File: config.mk
export PLATFORM = sky130hd
export DESIGN_NAME = fetch_unit
export DESIGN_NICKNAME = d
export VERILOG_FILES = /design/src/rtl/cpu_pkg.sv /design/src/rtl/fetch_buffer.sv /design/src/rtl/fetch_unit.sv
export SDC_FILE = /design/constraint.sdc
export NUM_CORES = 1
export LEC_CHECK = 0
export BUFFER_PORTS_ARGS = -buffer_cell sky130_fd_sc_hd__buf_2
export CORE_ASPECT_RATIO = 0.8
export CORE_MARGIN = 2
export CORE_UTILIZATION = 30
export DETAILED_ROUTE_END_ITERATION = 12
export PLACE_DENSITY = 0.59
export SLEW_MARGIN = 30
export SYNTH_ARGS = -nofsm -noshare
export SYNTH_HDL_FRONTEND = slang
export SYNTH_SLANG_ARGS = --single-unit
File: constraint.sdc
create_clock -name clk -period 7.2 [get_ports clk]
set_input_delay 0.36 -clock clk [delete_from_list [all_inputs] [get_ports clk]]
set_output_delay 0.36 -clock clk [all_outputs]
set_load 0.005 [all_outputs]
File: src/rtl/cpu_pkg.sv
// Shared CPU definitions: word width, PC step, NOP encoding, fetch state and
// fetch buffer entry layout.
package cpu_pkg;

  localparam int unsigned       WORD_W    = 32;
  localparam logic [WORD_W-1:0] PC_STEP   = 32'd4;
  localparam logic [WORD_W-1:0] NOP_INSTR = 32'h0000_0000;

  typedef enum logic {
    FS_RUN  = 1'b0,
    FS_KILL = 1'b1
  } fetch_state_e;

  typedef struct packed {
    logic [WORD_W-1:0] pc;
    logic [WORD_W-1:0] instr;
  } fetch_entry_t;

  function automatic logic [WORD_W-1:0] word_align(input logic [WORD_W-1:0] addr);
    return {addr[WORD_W-1:2], 2'b00};
  endfunction

endpackage

File: src/rtl/fetch_buffer.sv
// Instruction buffer: DEPTH-entry FIFO of {pc, instr} with push/pop/flush.
// Push into a full buffer is accepted only when a pop frees a slot that cycle.
module fetch_buffer
  import cpu_pkg::*;
#(
  parameter int unsigned DEPTH = 2
) (
  input  logic                   clk,
  input  logic                   rst,
  input  logic                   push_i,
  input  fetch_entry_t           push_entry_i,
  input  logic                   pop_i,
  input  logic                   flush_i,
  output fetch_entry_t           head_o,
  output logic [$clog2(DEPTH):0] count_o,
  output logic                   full_o,
  output logic                   empty_o
);

  localparam int unsigned      PTR_W    = $clog2(DEPTH);
  localparam logic [PTR_W:0]   FULL_CNT = (PTR_W + 1)'(DEPTH);

  fetch_entry_t     mem_q [DEPTH];
  fetch_entry_t     mem_d [DEPTH];
  logic [PTR_W-1:0] rd_ptr_q, rd_ptr_d;
  logic [PTR_W-1:0] wr_ptr_q, wr_ptr_d;
  logic [PTR_W:0]   count_q, count_d;
  logic             do_push, do_pop;

  always_comb begin
    full_o   = (count_q == FULL_CNT);
    empty_o  = (count_q == '0);
    do_pop   = pop_i && !empty_o;
    do_push  = push_i && (!full_o || do_pop);
    mem_d    = mem_q;
    rd_ptr_d = rd_ptr_q;
    wr_ptr_d = wr_ptr_q;
    count_d  = count_q;
    if (flush_i) begin
      rd_ptr_d = '0;
      wr_ptr_d = '0;
      count_d  = '0;
    end else begin
      if (do_push) begin
        mem_d[wr_ptr_q] = push_entry_i;
        wr_ptr_d        = wr_ptr_q + 1'b1;
      end
      if (do_pop) begin
        rd_ptr_d = rd_ptr_q + 1'b1;
      end
      case ({do_push, do_pop})
        2'b10:   count_d = count_q + 1'b1;
        2'b01:   count_d = count_q - 1'b1;
        default: count_d = count_q;
      endcase
    end
  end

  always_ff @(posedge clk or posedge rst) begin
    if (rst) begin
      for (int unsigned i = 0; i < DEPTH; i++) begin
        mem_q[i] <= '0;
      end
      rd_ptr_q <= '0;
      wr_ptr_q <= '0;
      count_q  <= '0;
    end else begin
      mem_q    <= mem_d;
      rd_ptr_q <= rd_ptr_d;
      wr_ptr_q <= wr_ptr_d;
      count_q  <= count_d;
    end
  end

  assign head_o  = mem_q[rd_ptr_q];
  assign count_o = count_q;

endmodule

File: src/rtl/fetch_unit.sv
// Instruction fetch stage: PC ownership, imem req/ack, buffered IR output and
// redirect flush. Define FETCH_BYPASS_EN for zero-latency forwarding into an empty buffer.
module fetch_unit
  import cpu_pkg::*;
#(
  parameter logic [31:0] RESET_PC = 32'h0000_0000,
  parameter int unsigned DEPTH    = 2
) (
  input  logic        clk,
  input  logic        rst,
  output logic        imem_req_o,
  output logic [31:0] imem_addr_o,
  input  logic        imem_ack_i,
  input  logic [31:0] imem_data_i,
  input  logic        redirect_i,
  input  logic [31:0] redirect_pc_i,
  output logic [31:0] ir_o,
  output logic [31:0] pc_o,
  output logic        ir_valid_o,
  input  logic        ir_ready_i
);

  localparam int unsigned CNT_W = $clog2(DEPTH) + 1;

  fetch_state_e      state_q, state_d;
  logic [WORD_W-1:0] fetch_pc_q, fetch_pc_d;
  logic [WORD_W-1:0] pending_pc_q, pending_pc_d;
  logic [WORD_W-1:0] redirect_pc;

  fetch_entry_t      push_entry, head;
  logic              buf_push, buf_pop, buf_flush;
  logic              buf_full, buf_empty;
  logic [CNT_W-1:0]  buf_count;
  logic              pop, ack_v, bypass;

  fetch_buffer #(
    .DEPTH (DEPTH)
  ) u_buf (
    .clk          (clk),
    .rst          (rst),
    .push_i       (buf_push),
    .push_entry_i (push_entry),
    .pop_i        (buf_pop),
    .flush_i      (buf_flush),
    .head_o       (head),
    .count_o      (buf_count),
    .full_o       (buf_full),
    .empty_o      (buf_empty)
  );

  always_comb begin
    redirect_pc = word_align(redirect_pc_i);
    push_entry  = '{pc: fetch_pc_q, instr: imem_data_i};

`ifdef FETCH_BYPASS_EN
    // Raw ack is safe here: an empty buffer in RUN always has a request up.
    bypass = !rst && (state_q == FS_RUN) && buf_empty && !redirect_i && imem_ack_i;
    if (bypass) begin
      ir_o       = imem_data_i;
      pc_o       = fetch_pc_q;
      ir_valid_o = 1'b1;
    end else begin
      ir_o       = head.instr;
      pc_o       = head.pc;
      ir_valid_o = (state_q == FS_RUN) && (buf_count != '0);
    end
`else
    bypass     = 1'b0;
    ir_o       = head.instr;
    pc_o       = head.pc;
    ir_valid_o = (state_q == FS_RUN) && (buf_count != '0);
`endif

    pop         = ir_valid_o && ir_ready_i;
    buf_pop     = pop && !bypass;
    imem_addr_o = fetch_pc_q;
    imem_req_o  = !rst && ((state_q == FS_KILL) || !buf_full || pop);
    ack_v       = imem_ack_i && imem_req_o;

    state_d      = state_q;
    fetch_pc_d   = fetch_pc_q;
    pending_pc_d = pending_pc_q;
    buf_flush    = redirect_i;
    buf_push     = 1'b0;

    case (state_q)
      FS_RUN: begin
        if (redirect_i) begin
          // An unanswered request must complete at its old address; its data is wrong-path.
          if (imem_req_o && !ack_v) begin
            state_d      = FS_KILL;
            pending_pc_d = redirect_pc;
          end else begin
            fetch_pc_d = redirect_pc;
          end
        end else if (ack_v) begin
          buf_push   = !(bypass && ir_ready_i);
          fetch_pc_d = fetch_pc_q + PC_STEP;
        end
      end
      FS_KILL: begin
        if (redirect_i) begin
          pending_pc_d = redirect_pc;
        end
        if (ack_v) begin
          state_d    = FS_RUN;
          fetch_pc_d = redirect_i ? redirect_pc : pending_pc_q;
        end
      end
      default: state_d = FS_RUN;
    endcase
  end

  always_ff @(posedge clk or posedge rst) begin
    if (rst) begin
      state_q      <= FS_RUN;
      fetch_pc_q   <= RESET_PC;
      pending_pc_q <= RESET_PC;
    end else begin
      state_q      <= state_d;
      fetch_pc_q   <= fetch_pc_d;
      pending_pc_q <= pending_pc_d;
    end
  end

endmodule

==> flow_summary.ini, run 1 <==
[timing]
rsz0062_at_grt = false
fin_ws_ps = 4020
setup_viol = 0
tightestPinTransition_ps = 784
max_slew_margin_pct = 47.6
period_share_pct = 44.1
fin_worst_skew_ps = 18.5
hold_ws_ps = 44.4
max_freq_mhz = 315
setup_tns_ps = 0
drv_slew = 0
hold_viol = 0
fin_crit_ps = 3180

[setup_path]
path_max_fanout = 50
path_cells = buf_4 > or4b_1 > nand4_4 > buf_4 > mux2_2
slowest_stage = or4b_1
critPathMaxStageDelay_ps = 790
reg2reg_from = state_q
setup.worst_path.start = state_q
cpMostUsedCell = buf_4
worst-path-stages = 5
worstPathRequired_ps = 7520
critPathBufInv = 2
critPathLaunchType = flop
cp.arrival_ps = 3500
critPathTopFamily = simple AND/OR/NAND/NOR gates
worstSetupEndpoint = u_buf.mem_q[11]
endpoint_kind = flop
reg2regPathDepth = 5
r2r_slack_ps = 4020
r2r-end = u_buf.mem_q[11]
criticalPathCategory = flop to flop

[placed_design]
hpwl_um = 15400
place_ws_ps = 3700
io_buffers = 164
gp_congestion = 0.712

[drt]
drc = 0
drt-total-wl_um = 23900
drt-wirelength-per-cell_um = 18.0
drtIter0Drc = 332
vias = 6643
drt-pass1-iter-count = 5
drtAntennaViolNets = 0
via_per_inst = 5.00

[floorplan]
start_util_pct = 30.7
core-area_um2 = 30600
dieArea_um2 = 32700
chipHeight_um = 162
pin_count = 167
rows = 57
die_w_um = 202

[yosys]
synthArstFlopShare_pct = 100
synth_edf_count = 0
synth_cell_types = 59
synth.top_cell.area_share_pct = 52.5
avgSynthCellArea_um2 = 12.3
synthesis.area_um2 = 9390
ys_seq_area_share_pct = 52.5
yosysWarnings = 0
ys_seq_elements = 197
yosysTopAreaCell = dfrtp_1
synthFlopType = dfrtp_1
syn_nets = 834
synthCells = 764
synth.area.top_cells = dfrtp_1 53%, mux2_2 26%, o21ai_0 2.9%

[global_route]
grt_antenna_before_repair = 1
groute.usage.overall_pct = 15.2
grt_max_degree = 127
grt_pass1_vias = 6696
grt-ovfl-total = 0
grt_pass1_wl_um = 38700

[finish]
final_net_count = 972
postLayoutCoreUtil_pct = 36.7
area_delta_synth_final_pct = 19.7
final_common_cell = mux2_2
final_cell_mix = 213 x mux2_2, 196 x dfrtp_1, 164 x buf_2
layout-drive-gt1-share_pct = 47.5

[clock_network]
insertion_delay_ps = 450
cts.clk_slew.worst_paths_ps = 80
cts_max_level = 4
cts_root_buffer = clkbuf_16
cts.path.max_buffers = 2
cts_resized = 0
cts_inserted_buffers = 17
cts_hold_buf = 0
cts_tree = built
cts.sinks = 197
post_cts_buffers = 0

[power_and_ir_drop]
p_sw_share_pct = 29.8
power.internal_uw = 2320
power_switching_uw = 985
power_density_nw_per_um2 = 294
clkPwrFrac_pct = 29.9
p_leak_uw = 0.00514
finalPower_uw = 3310
p_comb_share_pct = 22.7
peakVddDrop_v = 0.000169
seqPwrFrac_pct = 47.4

[status]
status = completed

[run]
drv_cap = 0

[min_path]
hold_path_class = primary input to async pin
## stage by stage
| stage | std cells | instance area [um^2] |
|---|---|---|
| after CTS | 1327 | 11200 |
| after global placement | 1293 | 10500 |
| after detailed placement | 1295 | 10600 |
| final | 1329 | 11200 |
| after global routing | 1329 | 11200 |
| after floorplan | 764 | 9390 |
## power by group through the flow
stage	clock (uW)	sequential, uW	combinational (uW)
2_1_floorplan	0	1520	513
3_3_place_gp	0	1580	737
3_5_place_dp	0	1590	761
4_1_cts	1030	1570	766
5_1_grt	1070	1610	838
6_report	988	1570	749
## synthesized netlist by cell type (6+ instances only)
cell type,instances
nor3_1,7
buf_2,20
nand4_1,8
nand2_1,38
a21oi_1,28
o21ai_0,54
mux2_1,6
nand3_1,10
a31oi_1,15
dfrtp_1,197
mux2_2,213
nor2_1,22
clkbuf_1,27
and3_1,17
o31a_1,6
a22o_1,13
inv_1,8
## worst reg2reg max path, cell delays in order (launching register included)
cell	delay, ps
dfrtp_1	360
buf_4	300
or4b_1	810
nand4_4	510
buf_4	650
mux2_2	440
## cell type report
type,instances,area (um^2)
flip-flops and latches,197,4930
clock inverters,14,155
fillers,3020,19400
clock buffers,18,439
inverters,8,42.5
repair buffers,177,978
well taps,413,517
diodes,1,2.50
multi-input cells,501,4170
## registers in the layout (all words and copies together) (netlist names)
signal,flops
u_buf.wr_ptr_q,1
u_buf.rd_ptr_q,1
u_buf.count_o,2
imem_addr_o,32
state_q,1
u_buf.mem_q,128
pending_pc_q,32
## kinds of logic (layout without fill, tap and decap cells)
logic type | after synthesis | after routing | share of synthesized area, %
other | 0 | 1 | 0
and+or+nand+nor | 130 | 130 | 7.30
DFF | 197 | 197 | 52.5
muxes | 223 | 223 | 26.7
AOI/OAI and AO/OA | 145 | 145 | 9.79
adders and majority gates | 1 | 1 | 0.133
xor gates and xnor gates | 2 | 2 | 0.187
buffers and inverters | 66 | 217 | 3.38
## worst min path at each step
stage,from,endpoint,cells after the start
2_1_floorplan,u_buf.mem_q[34],u_buf.mem_q[34],2
3_3_place_gp,u_buf.mem_q[38],u_buf.mem_q[38],2
3_5_place_dp,u_buf.mem_q[34],u_buf.mem_q[34],2
4_1_cts,imem_data_i[16],u_buf.mem_q[80],2
5_1_grt,rst,u_buf.wr_ptr_q,2
6_report,rst,imem_addr_o[0],2
## routing by layer
metal | vias to the layer above | track usage, % | share of wire, %
met1 | 3402 | 21.7 | 49
met5 | - | 0 | 0
met2 | 139 | 22.9 | 45
met4 | 0 | 4.55 | 1.4
met3 | 21 | 3.43 | 4.3
li1 | 3081 | - | -
Power figures use the tool's default switching activity.
==> run 2: changes to the inputs <==
- clock period: 7.2 -> 3.16 ns (I/O delays scaled with it)
==> run 2 against run 1 <==
Effect of this change: combinational power grew 140%; non-clock buffer count rose by 71; core utilization grew 2.3 points; maximum frequency is 27% higher; worst hold slack gained 30 ps; sequential share of layout area fell by 2.6 points; via count up 2.7%; sequential cell count unchanged; clock skew fell by 0.97 ps; global-route usage rose by 0.27 points; wire length up 1.2%; power rose by 130%.
==> flow_summary.ini, run 2 (synthesis results as in run 1) <==
[timing]
hold_ws_ps = 74.7
rsz0062_at_grt = false
period_share_pct = 79.1
fin_ws_ps = 661
setup_viol = 0
drv_slew = 0
hold_viol = 0
tightestPinTransition_ps = 691
fin_crit_ps = 2500
max_freq_mhz = 400
fin_worst_skew_ps = 17.5
max_slew_margin_pct = 53.5

[floorplan]
die_w_um = 202
rows = 57
core-area_um2 = 30600
start_util_pct = 30.7
chipHeight_um = 162
dieArea_um2 = 32700
pin_count = 167

[finish]
area_delta_synth_final_pct = 27.1
final_cells = 1399
antenna_cells = 0
final_common_cell = mux2_2
final_cell_mix = 213 x mux2_2, 196 x dfrtp_1, 164 x buf_2
final_net_count = 1043
layout-drive-gt1-share_pct = 44.7
postLayoutCoreUtil_pct = 39.0
largest_reg_flops = 128
top_register = u_buf.mem_q

[global_route]
groute.usage.overall_pct = 15.4
grt-ovfl-total = 0
grt_pass1_wl_um = 39800
grt_antenna_before_repair = 0
grt_max_degree = 155
grt_pass1_vias = 7024

[clock_network]
cts.clk_slew.worst_paths_ps = 80
cts_max_level = 4
cts.path.max_buffers = 2
cts_tree = built
cts_root_buffer = clkbuf_16
cts_inserted_buffers = 17
cts.sinks = 197
insertion_delay_ps = 450

[min_path]
hold_path_class = primary input to flop
hold_path_depth = 3
holdPathEnd = u_buf.count_o[0]
hp-start = ir_ready_i

[setup_path]
worstPathRequired_ps = 3480
criticalPathCategory = flop to flop
reg2reg_from = state_q
r2r_slack_ps = 660
r2r-end = imem_addr_o[29]
critPathLaunchType = flop
endpoint_kind = flop
reg2regPathDepth = 7
path_max_fanout = 38
cp.arrival_ps = 2820

[placed_design]
dp.cells = 1302
gp_congestion = 0.726
io_buffers = 164
place_ws_ps = 715
hpwl_um = 15700

[drt]
drc = 0
drt-wirelength-per-cell_um = 17.3
drt-pass1-iter-count = 5
drtAntennaViolNets = 0
drt-total-wl_um = 24200
drtIter0Drc = 327
vias = 6825
via_per_inst = 4.88

[run]
drv_cap = 0

[power_and_ir_drop]
power_density_nw_per_um2 = 636
finalPower_uw = 7590
p_leak_uw = 0.00543
peakVddDrop_v = 0.000359

[status]
status = completed
[run 2: cell count changes in the layout (fill, tap and decap cells not counted), moves of 2 or more]
cell           previous run  this run
inv_6                     6         9
buf_16                    3         1
buf_12                    0         6
buf_4                    10        13
dlygate4sd3_1             0        64
[run 2: what timing repair did]
action                                  in CTS  in global routing
setup buffers                                0                  0
endpoints found under the setup margin       0                  0
hold endpoints to repair                    96                 39
gates resized for setup                      0                  0
hold buffers                                63                  1
[run 2: worst max-delay path: stages, from the launching register on]
cell and delay, ps:
dfrtp_1 360, buf_4 380, nor4b_2 120, o21ai_0 570, o21a_1 500, buf_12 230, a21oi_1 50, nand2b_1 150
[run 2: how the worst max path moves through the flow]
stage / start / slack (ps) / end / cells past startpoint
floorplan: rst / -1040 / pending_pc_q[12] / 6
global placement: state_q / 740 / imem_addr_o[12] / 7
detailed placement: state_q / 720 / imem_addr_o[31] / 7
CTS: state_q / 700 / imem_addr_o[29] / 7
global route: state_q / 510 / imem_addr_o[29] / 7
finish: state_q / 660 / imem_addr_o[29] / 7
[run 2: final cells by class]
cell class | count | area [um^2]
fill | 2990 | 18700
sequential | 197 | 4930
multi-input combinational | 501 | 4160
timing repair buffer | 248 | 1710
tap | 413 | 517
clock buffer | 18 | 429
clock inverter | 14 | 156
inverter | 8 | 33.8
[run 2: power breakdown]
group          leakage, uW  switching (uW)  internal [uW]
sequential         0.00248             450           3130
combinational      0.00266             715           1070
clock             0.000289            1090           1130
[run 2: metrics by stage]
step / TNS [ps] / area (um^2)
after detailed placement: 0 / 10700
after global routing: 0 / 11900
after global placement: 0 / 10700
after CTS: 0 / 11900
final: 0 / 11900
after floorplan: -34600 / 9390
[run 2: routing by layer]
layer	GRT usage, %	routed length, um	vias up
li1	-	-	3216
met5	0	0	-
met1	21.5	11700	3458
met3	3.33	1090	14
met4	3.84	223	0
met2	24.4	11200	137
